File: src/rtl/feeder_pkg.sv
// Shared types and instruction codes for the MAC-array west-edge feeder.
package feeder_pkg;

    typedef enum logic [2:0] {
        IDLE,
        KLOAD,
        EXEC,
        DRAIN,
        DONE
    } state_t;

    localparam logic [1:0] INST_NOP   = 2'b00;
    localparam logic [1:0] INST_KLOAD = 2'b01;
    localparam logic [1:0] INST_EXEC  = 2'b11;

endpackage

File: src/rtl/skew_delay.sv
// Zero-reset shift register of configurable depth; q is d delayed by depth cycles.
module skew_delay #(
    parameter int width = 6,
    parameter int depth = 1
) (
    input  logic             clk,
    input  logic             reset,
    input  logic [width-1:0] d,
    output logic [width-1:0] q
);

    logic [width-1:0] sr [depth];

    always_ff @(posedge clk) begin
        if (reset) begin
            for (int unsigned i = 0; i < depth; i++) sr[i] <= '0;
        end else begin
            sr[0] <= d;
            for (int unsigned i = 1; i < depth; i++) sr[i] <= sr[i-1];
        end
    end

    assign q = sr[depth-1];

endmodule

File: src/rtl/west_edge_feeder.sv
// West-edge transmitter: kernel load, execute, drain, with per-row diagonal skew.
// Optional FEEDER_STATS_EN adds a per-run bubble counter output stall_cnt.
module west_edge_feeder
    import feeder_pkg::*;
#(
    parameter int bw     = 4,
    parameter int row    = 8,
    parameter int col    = 8,
    parameter int cnt_bw = 8
) (
    input  logic                clk,
    input  logic                reset,
    input  logic                start,
    input  logic [cnt_bw-1:0]   num_act,
    input  logic                in_valid,
    input  logic [row*bw-1:0]   in_data,
    output logic                in_ready,
    output logic [row*bw-1:0]   out_w,
    output logic [row*2-1:0]    inst_w,
    output logic                busy,
    output logic                done
`ifdef FEEDER_STATS_EN
    ,
    output logic [15:0]         stall_cnt
`endif
);

    localparam int KW = (col > 1) ? $clog2(col) : 1;
    localparam int DW = $clog2(row + col);

    state_t             state;
    logic [KW-1:0]      kcnt;
    logic [cnt_bw-1:0]  acnt;
    logic [cnt_bw-1:0]  num_q;
    logic [DW-1:0]      dcnt;
    logic               accept;
    logic [row*bw-1:0]  base_data;
    logic [1:0]         base_inst;

    always_comb begin
        in_ready = (state == KLOAD) || (state == EXEC);
        busy     = (state == KLOAD) || (state == EXEC) || (state == DRAIN);
        accept   = in_valid && in_ready;
        base_data = '0;
        base_inst = INST_NOP;
        if (accept) begin
            base_data = in_data;
            base_inst = (state == KLOAD) ? INST_KLOAD : INST_EXEC;
        end
    end

    always_ff @(posedge clk) begin
        if (reset) begin
            state <= IDLE;
            kcnt  <= '0;
            acnt  <= '0;
            num_q <= '0;
            dcnt  <= '0;
            done  <= 1'b0;
        end else begin
            done <= 1'b0;
            case (state)
                IDLE: begin
                    if (start) begin
                        num_q <= num_act;
                        kcnt  <= '0;
                        acnt  <= '0;
                        state <= KLOAD;
                    end
                end
                KLOAD: begin
                    if (in_valid) begin
                        if (kcnt == KW'(col - 1)) begin
                            kcnt  <= '0;
                            dcnt  <= '0;
                            state <= (num_q == '0) ? DRAIN : EXEC;
                        end else begin
                            kcnt <= kcnt + KW'(1);
                        end
                    end
                end
                EXEC: begin
                    if (in_valid) begin
                        if (acnt + cnt_bw'(1) == num_q) begin
                            acnt  <= '0;
                            dcnt  <= '0;
                            state <= DRAIN;
                        end else begin
                            acnt <= acnt + cnt_bw'(1);
                        end
                    end
                end
                DRAIN: begin
                    // row-1+col drain cycles: last one sees dcnt == row+col-2
                    if (dcnt == DW'(row + col - 2)) begin
                        state <= DONE;
                        done  <= 1'b1;
                    end else begin
                        dcnt <= dcnt + DW'(1);
                    end
                end
                DONE:    state <= IDLE;
                default: state <= IDLE;
            endcase
        end
    end

    for (genvar r = 0; r < row; r++) begin : g_lane
        logic [bw+1:0] lane_q;

        skew_delay #(
            .width(bw + 2),
            .depth(r + 1)
        ) u_dly (
            .clk  (clk),
            .reset(reset),
            .d    ({base_inst, base_data[r*bw +: bw]}),
            .q    (lane_q)
        );

        assign out_w[r*bw +: bw] = lane_q[bw-1:0];
        assign inst_w[2*r +: 2]  = lane_q[bw+1:bw];
    end

`ifdef FEEDER_STATS_EN
    always_ff @(posedge clk) begin
        if (reset) begin
            stall_cnt <= '0;
        end else if (state == IDLE && start) begin
            stall_cnt <= '0;
        end else if (in_ready && !in_valid && stall_cnt != 16'hFFFF) begin
            stall_cnt <= stall_cnt + 16'd1;
        end
    end
`endif

endmodule

File: config.mk
export PLATFORM = sky130hd
export DESIGN_NAME = west_edge_feeder
export DESIGN_NICKNAME = d
export VERILOG_FILES = /design/src/rtl/feeder_pkg.sv /design/src/rtl/skew_delay.sv /design/src/rtl/west_edge_feeder.sv
export SDC_FILE = /design/constraint.sdc
export NUM_CORES = 1
export LEC_CHECK = 0
export ABC_AREA = 1
export BUFFER_PORTS_ARGS = -buffer_cell sky130_fd_sc_hd__buf_2
export CAP_MARGIN = 15
export CORE_ASPECT_RATIO = 1.5
export CORE_MARGIN = 1.5
export CORE_UTILIZATION = 61
export CTS_BUF_LIST = sky130_fd_sc_hd__clkbuf_4 sky130_fd_sc_hd__clkbuf_8
export CTS_CLUSTER_DIAMETER = 150
export DETAILED_ROUTE_END_ITERATION = 8
export GPL_TIMING_DRIVEN = 0
export PLACE_DENSITY = 0.83
export SLEW_MARGIN = 20
export SYNTH_ARGS = -nofsm -noshare
export SYNTH_HDL_FRONTEND = slang
export SYNTH_HIERARCHICAL = 1
export SYNTH_SLANG_ARGS = --single-unit
File: constraint.sdc
create_clock -name clk -period 2.43 [get_ports clk]
set_input_delay 0 -clock clk [delete_from_list [all_inputs] [get_ports clk]]
set_output_delay 0 -clock clk [all_outputs]
set_load 0.02 [all_outputs]
==> out/metrics.csv <==
metric,value,unit
core.rowCount,52,
synth_compound_area_share,2.12,%
synth_async_sr_flop_share,0,%
grt_pass1_wl,23800,µm
clkSinkCount,243,
rsz0062_at_grt,no,
arrival,2.55,ns
ant_nets,0,
fillers,935,
slowest_stage,dfxtp_1,
first_pass_iters,4,
core_area,13400,µm²
syn_area,8280,µm²
cts_tree,done,
cp.buffers_inverters,6,
crit_type,flop to flop,
synth_top_family_by_area,simple AND/OR/NAND/NOR gates,
p_sw,2.37,mW
yosys.area_share.simple,19.1,%
drive_gt1_share,19.6,%
die_w,98.1,µm
r2r_slack,0.31,ns
io_buffers,94,
highest_layer,met4,
start_kind,flop,
final_cell_mix,"280 x inv_1, 269 x nor2_1, 243 x dfxtp_1, 96 x buf_2, 58 x nand2_1",
synthCells,1007,
synth_xor_area_share,0.317,%
wl_met2,7490,µm
worst_slew_pin_slew,0.668,ns
wire_per_inst,10.3,µm
antenna_found_initial,0,
clock_latency,0.50,ns
io_pins,95,
share_comb_of_total_power,14.2,%
synth-seq-area-share,58.7,%
max_freq,472,MHz
hpwlAfterDp,8480,µm
viasPerCell,4.37,
grt_overflow,0,
finalSetupViolCount,0,
slew_violations,0,
cellLeakagePower,4.62,nW
synth.mux.area_fraction,0,%
slew_headroom,55.5,%
area_delta_synth_final,22.3,%
cts_buffer_depth,3,
crit_top_cell,inv_1,
fin_crit,2.12,ns
initial_core_util,61.8,%
cp_max_fo,10,
first_iter_violations,135,
drc,0,
grt_max_degree,26,
cts.htree.levels,2,
synth.net_count,1056,
crit_chain,inv_1 -> nor3_4 -> inv_2 -> nand2_2 -> inv_2 -> nor2_4 -> inv_1 -> clkbuf_1 -> nor2_1 -> inv_1 -> nor2_1,
pwr-share-clk,37.2,%
hold_class,primary input to flop,
synth_cell_types,31,
dieArea,14300,µm²
status,"complete, no violations",
critPathMaxStageDelay,0.36,ns
final_common_cell,inv_1,
switching_share,26.5,%
synth_edf_count,0,
ys_warn_count,6,
power.total,8.96,mW
nets,1228,
stdcell_count,1365,
wl_met3,654,µm
fin_crit_sh,87.2,%
fin_ws,0.311,ns
diodes,0,
required,2.86,ns
critical-path-top-delay-family,simple AND/OR/NAND/NOR gates,
dp_cells,1263,
m1WireLength,5400,µm
synth_flop_cell,dfxtp_1,
gp_congestion,0.899,
die_h,146,µm
cap_violations,0,
power_density,884,nW/µm²
ys_ff_latch,243,
drt-total-wl,14100,µm
root_buffer,clkbuf_8,
pre_cts_ws,-0.145,ns
grt_pass1_vias,5688,
hold_viol_final,0,
clkTransAtPathRegs,0.07,ns
cts_setup_buffers,0,
end_kind,flop,
internal_power,6.58,mW
grt_use_total,20.2,%
irDropWorstVdd,0.000689,V
synth.avg_cell_area,8.22,µm²
worst_clock_skew,0.0137,ns
vias,5963,
p_seq_share,48.7,%
synth_fa_ha_area_share,0.755,%
numCtsBuffers,35,
==> logic make-up (layout without fill, tap and decap cells) <==
group / count (synthesis) / after routing
AND/OR/NAND/NOR: 379 / 379
buffers and inverters: 344 / 540
flip-flops: 243 / 243
AO/OA/AOI/OAI: 33 / 33
adder cells (fa/ha/maj): 5 / 5
XOR/XNOR: 3 / 3
==> stage by stage <==
stage               utilization, %  area (µm²)  TNS, ns  hold WS [ns]
finish                        75.6       10100        0        0.0228
global route                  75.6       10100        0        0.0425
CTS                           75.5       10100        0        0.0207
detailed placement            66.8        8950    -1.65         0.286
global placement              66.8        8950   -0.536         0.275
floorplan                        -        8280        0        0.0712
==> area by class of cell <==
type | count | area (µm²) | area share (%)
buffer | 58 | 497 | 4.91
clock buffer | 52 | 672 | 6.64
clock inverter | 9 | 78.8 | 0.778
inverter | 286 | 1070 | 10.6
multi-input combinational | 420 | 1860 | 18.3
sequential | 243 | 4860 | 48.0
tap | 162 | 203 | 2.00
timing repair buffer | 135 | 881 | 8.70
==> power groups by stage <==
stage	Clock [mW]	Combinational, mW	Sequential [mW]
final	3.33	1.27	4.36
after global routing	3.60	1.43	4.38
after CTS	3.41	1.25	4.36
after detailed placement	0	1.18	4.44
after global placement	0	1.15	4.43
after floorplan	0	0.880	4.43
==> path summary, 6_finish.rpt <==
kind / start / endpoint / cells after the start
min: reset / g_lane[0].u_dly/sr[0][1] / 2
max reg2reg: state[1] / g_lane[0].u_dly/sr[0][0] / 11
max: state[1] / g_lane[0].u_dly/sr[0][0] / 11
min reg2reg: g_lane[7].u_dly/sr[0][3] / g_lane[7].u_dly/sr[1][3] / 2
==> cell usage after synthesis, drive strengths merged, types with 3 or more instances <==
| cell type | instances | area share [%] |
|---|---|---|
| dfxtp | 243 | 59 |
| clkbuf | 6 | 0.39 |
| nand3 | 24 | 1.8 |
| nor3 | 3 | 0.38 |
| nor4 | 3 | 0.23 |
| nand4 | 7 | 0.53 |
| buf | 52 | 5.6 |
| ha | 5 | 0.76 |
| a21oi | 18 | 1.1 |
| o21ai | 11 | 0.66 |
| nor2 | 279 | 13 |
| inv | 286 | 13 |
| nand2 | 63 | 3.1 |
==> per-layer routing <==
metal  vias up  global-route usage [%]
li1       3150                       -
met1      2632                    20.2
met2       134                    38.8
met3        47                    4.13
met4         0                    9.79
met5         -                       0
==> sequential cells by signal (all words and copies together) (netlist names) <==
name             flops
acnt                 8
num_q                8
kcnt                 3
done                 1
state                3
dcnt                 4
g_lane.u_dly/sr    216
==> what timing repair did <==
item / 4_1_cts / 5_1_grt
pin swaps: 0 / 0
setup endpoints to repair: 30 / 15
hold endpoints to repair: 41 / 0
hold buffers: 41 / 0
resized for setup: 1 / 2
No activity file was read; power rests on OpenSTA's default activity.
